===== config.mk =====
export PLATFORM = sky130hd
export DESIGN_NAME = healthcare_system_first_phase
export DESIGN_NICKNAME = d
export VERILOG_FILES = /design/src/rtl/healthcare_pkg.sv /design/src/rtl/temperature_abnormality_detector.sv /design/src/rtl/healthcare_system_first_phase.sv
export SDC_FILE = /design/constraint.sdc
export NUM_CORES = 1
export LEC_CHECK = 0
export ABC_AREA = 1
export CAP_MARGIN = 5
export CELL_PAD_IN_SITES_DETAIL_PLACEMENT = 1
export CELL_PAD_IN_SITES_GLOBAL_PLACEMENT = 2
export CORE_AREA = 2 2 77 79
export CTS_BUF_LIST = sky130_fd_sc_hd__clkbuf_16
export DETAILED_ROUTE_END_ITERATION = 8
export DIE_AREA = 0 0 79 81
export PLACE_DENSITY = 0.82
export SLEW_MARGIN = 25
export SYNTH_ARGS = -nofsm -noshare
export SYNTH_HDL_FRONTEND = slang
export SYNTH_SLANG_ARGS = --single-unit
export TNS_END_PERCENT = 1

===== constraint.sdc =====
create_clock -name clk -period 0.8 [get_ports clk]
set_input_delay 0.12 -clock clk [delete_from_list [all_inputs] [get_ports clk]]
set_output_delay 0.12 -clock clk [all_outputs]
set_load 0.005 [all_outputs]

===== src/rtl/healthcare_pkg.sv =====
// Shared thresholds, alarm bundle and detector helpers for the
// first-phase healthcare monitor.
package healthcare_pkg;

  localparam logic [2:0] PRESSURE_SYS_MAX = 3'd4;
  localparam logic [2:0] PRESSURE_DIA_MAX = 3'd6;
  localparam logic [3:0] PH_MIN           = 4'd7;
  localparam logic [3:0] PH_MAX           = 4'd9;
  localparam logic [8:0] TEMP_MIN         = 9'd35;
  localparam logic [8:0] TEMP_MAX         = 9'd39;
  localparam int unsigned TEMP_SHIFT      = 2;

  typedef struct packed {
    logic pressure;
    logic blood;
    logic fall;
    logic temp;
  } alarm_t;

  function automatic logic pressure_alarm(
    input logic [5:0] pd
  );
    return (pd[5:3] >= PRESSURE_SYS_MAX) ||
           (pd[2:0] >= PRESSURE_DIA_MAX);
  endfunction

  function automatic logic ph_alarm(
    input logic [3:0] ph
  );
    return (ph < PH_MIN) || (ph > PH_MAX);
  endfunction

endpackage


===== src/rtl/temperature_abnormality_detector.sv =====
// Combinational temperature path: calibrate the raw reading and
// flag values outside the normal band (band edges are normal).
module temperature_abnormality_detector
  import healthcare_pkg::*;
(
  input  logic [7:0] base_temp,
  input  logic [3:0] temp_coef,
  input  logic [3:0] sensor,
  output logic       abnormal
);

  logic [7:0] prod;
  logic [8:0] scaled;
  logic [8:0] meas;

  assign prod   = {4'b0, temp_coef} * {4'b0, sensor};
  assign scaled = {1'b0, prod} >> TEMP_SHIFT;
  // 9 bits hold 255 + 56, so the sum never wraps
  assign meas   = {1'b0, base_temp} + scaled;

  assign abnormal = (meas < TEMP_MIN) || (meas > TEMP_MAX);

endmodule


===== src/rtl/healthcare_system_first_phase.sv =====
// Registered alarm outputs for the healthcare monitor.
// Glycemic index output is built only with HEALTHCARE_GLYCEMIC_INDEX_EN.
module healthcare_system_first_phase
  import healthcare_pkg::*;
(
  input  logic       clk,
  input  logic       rstN,
  input  logic [5:0] pressureData,
  input  logic [3:0] bloodPH,
  input  logic [2:0] bloodType,
  input  logic [7:0] fdSensorValue,
  input  logic [7:0] fdFactoryValue,
  input  logic [7:0] bloodSensor,
  input  logic [7:0] factoryBaseTemp,
  input  logic [3:0] factoryTempCoef,
  input  logic [3:0] tempSensorValue,
  output logic       presureAbnormality,
  output logic       bloodAbnormality,
  output logic       fallDetected,
  output logic [3:0] glycemicIndex,
  output logic       temperatureAbnormality
);

  logic   temp_abn;
  alarm_t alarm_d;
  alarm_t alarm_q;
  logic   unused_bits;

  temperature_abnormality_detector u_temp (
    .base_temp (factoryBaseTemp),
    .temp_coef (factoryTempCoef),
    .sensor    (tempSensorValue),
    .abnormal  (temp_abn)
  );

  always_comb begin
    alarm_d          = '0;
    alarm_d.pressure = pressure_alarm(pressureData);
    alarm_d.blood    = ph_alarm(bloodPH);
    alarm_d.fall     = fdSensorValue >= fdFactoryValue;
    alarm_d.temp     = temp_abn;
  end

  always_ff @(posedge clk or negedge rstN) begin
    if (!rstN) begin
      alarm_q <= '0;
    end else begin
      alarm_q <= alarm_d;
    end
  end

  assign presureAbnormality     = alarm_q.pressure;
  assign bloodAbnormality       = alarm_q.blood;
  assign fallDetected           = alarm_q.fall;
  assign temperatureAbnormality = alarm_q.temp;

`ifdef HEALTHCARE_GLYCEMIC_INDEX_EN
  logic [3:0] gly_d;
  logic [3:0] gly_q;

  always_comb begin
    gly_d = bloodSensor[7:4];
  end

  always_ff @(posedge clk or negedge rstN) begin
    if (!rstN) begin
      gly_q <= '0;
    end else begin
      gly_q <= gly_d;
    end
  end

  assign glycemicIndex = gly_q;
  // blood type has no role yet in this phase
  assign unused_bits   = ^{bloodType, bloodSensor[3:0]};
`else
  assign glycemicIndex = '0;
  assign unused_bits   = ^{bloodType, bloodSensor};
`endif

endmodule


==> impl_results.md <==
- Post-Place Cell Area: 1790 µm²
- Final Cycle Share: 352%
- EDFF count, synth: 0
- Outcome: finished with violations
- Final HPWL from detailed placement: around 2600 µm
- Fmax: 355 MHz
- GRT Overall Usage: 9.76%
- 1st-pass router iterations: 4
- Core ar.: approximately 5700 µm²
- Initial Util: roughly a fifth
- Max-cap violations: 0
- Synth async-reset ratio: 100%
- Power density over the cells: 1330 nW/µm²
- Commonest cells after routing, fill and taps aside: nand2_1 (39), inv_1 (37), clkdlybuf4s50_1 (33)
- Post-synthesis register bit count: 4
- CTS tree: yes
- Sequential fraction of the synthesis area: approximately 8.9%
- Yosys top cell by area: ha_1
- Post-Route WL: 3060 µm
- Min Tclk post-route: 2.82 ns
- Area grow syn2layout: 71.3%
- Critical-path top delay cell: fa_1
- CP top delay family: adder cells
- Largest net degree at the start of global routing: 7
- Global placer's final weighted congestion: between 0.7 and 0.8
- Failing checks: negative setup slack
- Share of cells above drive strength 1: 24.3%
- Total of warnings raised by yosys: 0
- Die W: 79 µm
- Num CTS Buffers: 3
- Critical path endpoint category: flop
- Root Driver: clkbuf_16
- Top-area cell type share of the netlist area: around 29%
- Clock Path Buffers: 2
- Avg Cell Area, Syn: 6.71 µm²
- Commonest non-fill, non-tap cell in the layout: nand2_1
- Hold Path Class: in -> async
- Routed wire per std cell: approximately 10 µm
- Netlist cell types: 24
- Antenna viol nets, final: 0
- Buffers & Inverters on Critical Path: 4
- Port Buf Inserts: 44
- Via-to-Cell Ratio: ~4.0
- Synthesized instance count: 168
- DRC Markers: 0
- Nets: 318
- Final worst slack: -2.02 ns
- Via count: 1230
- Vias in the first global route: 1264
- Critical path class: in -> reg
- Initial DRC Count: 27
- Worst VDD drop: 590 µV
- RSZ-0062 raised after global routing: yes
- Final setup violation count: 4
- Cell Area, Synth: approximately 1100 µm²
- Rows: 28
- Ys flop type: dfrtp_1
- Worst setup SP type: primary input
- Post-CTS Hold Buffers: 0
- Slew Limit Fails: 0
- Ports: 63
- Die area: between 6000 and 7000 µm²
- Dpl ws: -2.73 ns
- Final Hold Vio Count: 0
- Clock Sinks: 4
- Antenna diodes: 0
- Initial antenna violation count: 0
- GRT Residual Overflow: 0
- Worst EP arrival: 2.92 ns
- Worst-path cell chain: buf_8 -> nand2_4 -> fa_1 -> inv_2 -> fa_2 -> inv_2 -> fa_2 -> fa_2 -> inv_2 -> nand2_2 -> nand2_1 -> nand2_1 -> nor2_1 -> nand3_1 -> nor2_1 -> nand3_1
- H-tree Lvls: 1
- Clk slew on worst S/H paths: ~0.030 ns
- Fin area: 1930 µm²
- Crit path required time: roughly 0.90 ns
- Die Y: 81 µm
- Crit-path max FO: 2
- First-pass GRT wire length: 5120 µm
- Pleak: 1.06 nW
- CP Depth: 16
- Max incr delay on CP: 0.54 ns
- Largest cells by area after synthesis: ha_1 (29%), nand2_1 (14%), inv_1 (13%), dfrtp_1 (8.9%), fa_1 (8.9%)
==> per-stage QoR <==
step / util [%] / setup TNS, ns / power [W] / hold slack [ns] / cells
5_1_grt: 34.0 / -2.80 / 0.00284 / 0.118 / 305
3_5_place_dp: 31.6 / -4.06 / 0.00172 / 0.333 / 301
2_1_floorplan: - / -2.10 / 0.00116 / -0.176 / 171
6_report: 34.0 / -2.39 / 0.00258 / 0.0994 / 305
4_1_cts: 33.9 / -2.75 / 0.00261 / 0.103 / 305
3_3_place_gp: 31.6 / -3.98 / 0.00170 / 0.333 / 301
==> area by class of cell <==
cell class,instances,area (µm²)
fill,722,3740
multi-input combinational,121,962
timing repair buffer,60,542
inverter,42,158
sequential,4,100
tap,75,93.8
clock buffer,3,75.1
==> what timing repair did <==
action | CTS | global route
buffers inserted | 1 | 0
gates resized for setup | 60 | 5
pin swaps | 22 | 11
endpoints found under the setup margin | 6 | 6
==> worst max path at each step <==
stage	startpoint	slack (ns)	end
final	tempSensorValue[3]	-2.02	temperatureAbnormality
after global routing	tempSensorValue[3]	-2.24	temperatureAbnormality
after CTS	tempSensorValue[3]	-2.14	temperatureAbnormality
after detailed placement	factoryTempCoef[0]	-2.73	temperatureAbnormality
after global placement	factoryTempCoef[0]	-2.71	temperatureAbnormality
after floorplan	factoryTempCoef[0]	-2.02	temperatureAbnormality
==> synthesized netlist by cell type, types with 2 or more instances <==
master   count
a21o_1       2
a21oi_1      9
buf_4        4
dfrtp_1      4
fa_1         5
ha_1        26
inv_1       40
nand2_1     42
nand2_2      2
nand3_1      9
nand4_1      3
nor2_1       7
o21ai_1      2
xor2_1       3
==> flip-flops by register name, summed over array words and instances (netlist names) <==
signal and cells:
presureAbnormality 1, fallDetected 1, temperatureAbnormality 1, bloodAbnormality 1
==> report_power, final <==
| group | internal [W] | switching (W) | total (W) |
|---|---|---|---|
| Combinational | 0.000812 | 0.000763 | 0.00157 |
| Sequential | 0.000222 | 0.00000367 | 0.000226 |
| Clock | 0.000638 | 0.000137 | 0.000775 |
==> cell families after synthesis <==
family / Yosys count / synth area share [%]
AO/OA/AOI/OAI: 17 / 8.66
XOR/XNOR: 4 / 3.11
adder cells (fa/ha/maj): 31 / 37.7
buffers and inverters: 46 / 16.6
flip-flops: 4 / 8.88
other: 1 / 0.333
AND/OR/NAND/NOR: 65 / 24.6
==> per-layer routing <==
layer,track usage [%],wire length (µm),up-vias
met5,0,0,-
met4,2.07,0,0
met3,1.00,136,0
met2,20.3,1690,31
met1,10.5,1240,554
li1,-,-,645
Power figures use the tool's default switching activity.
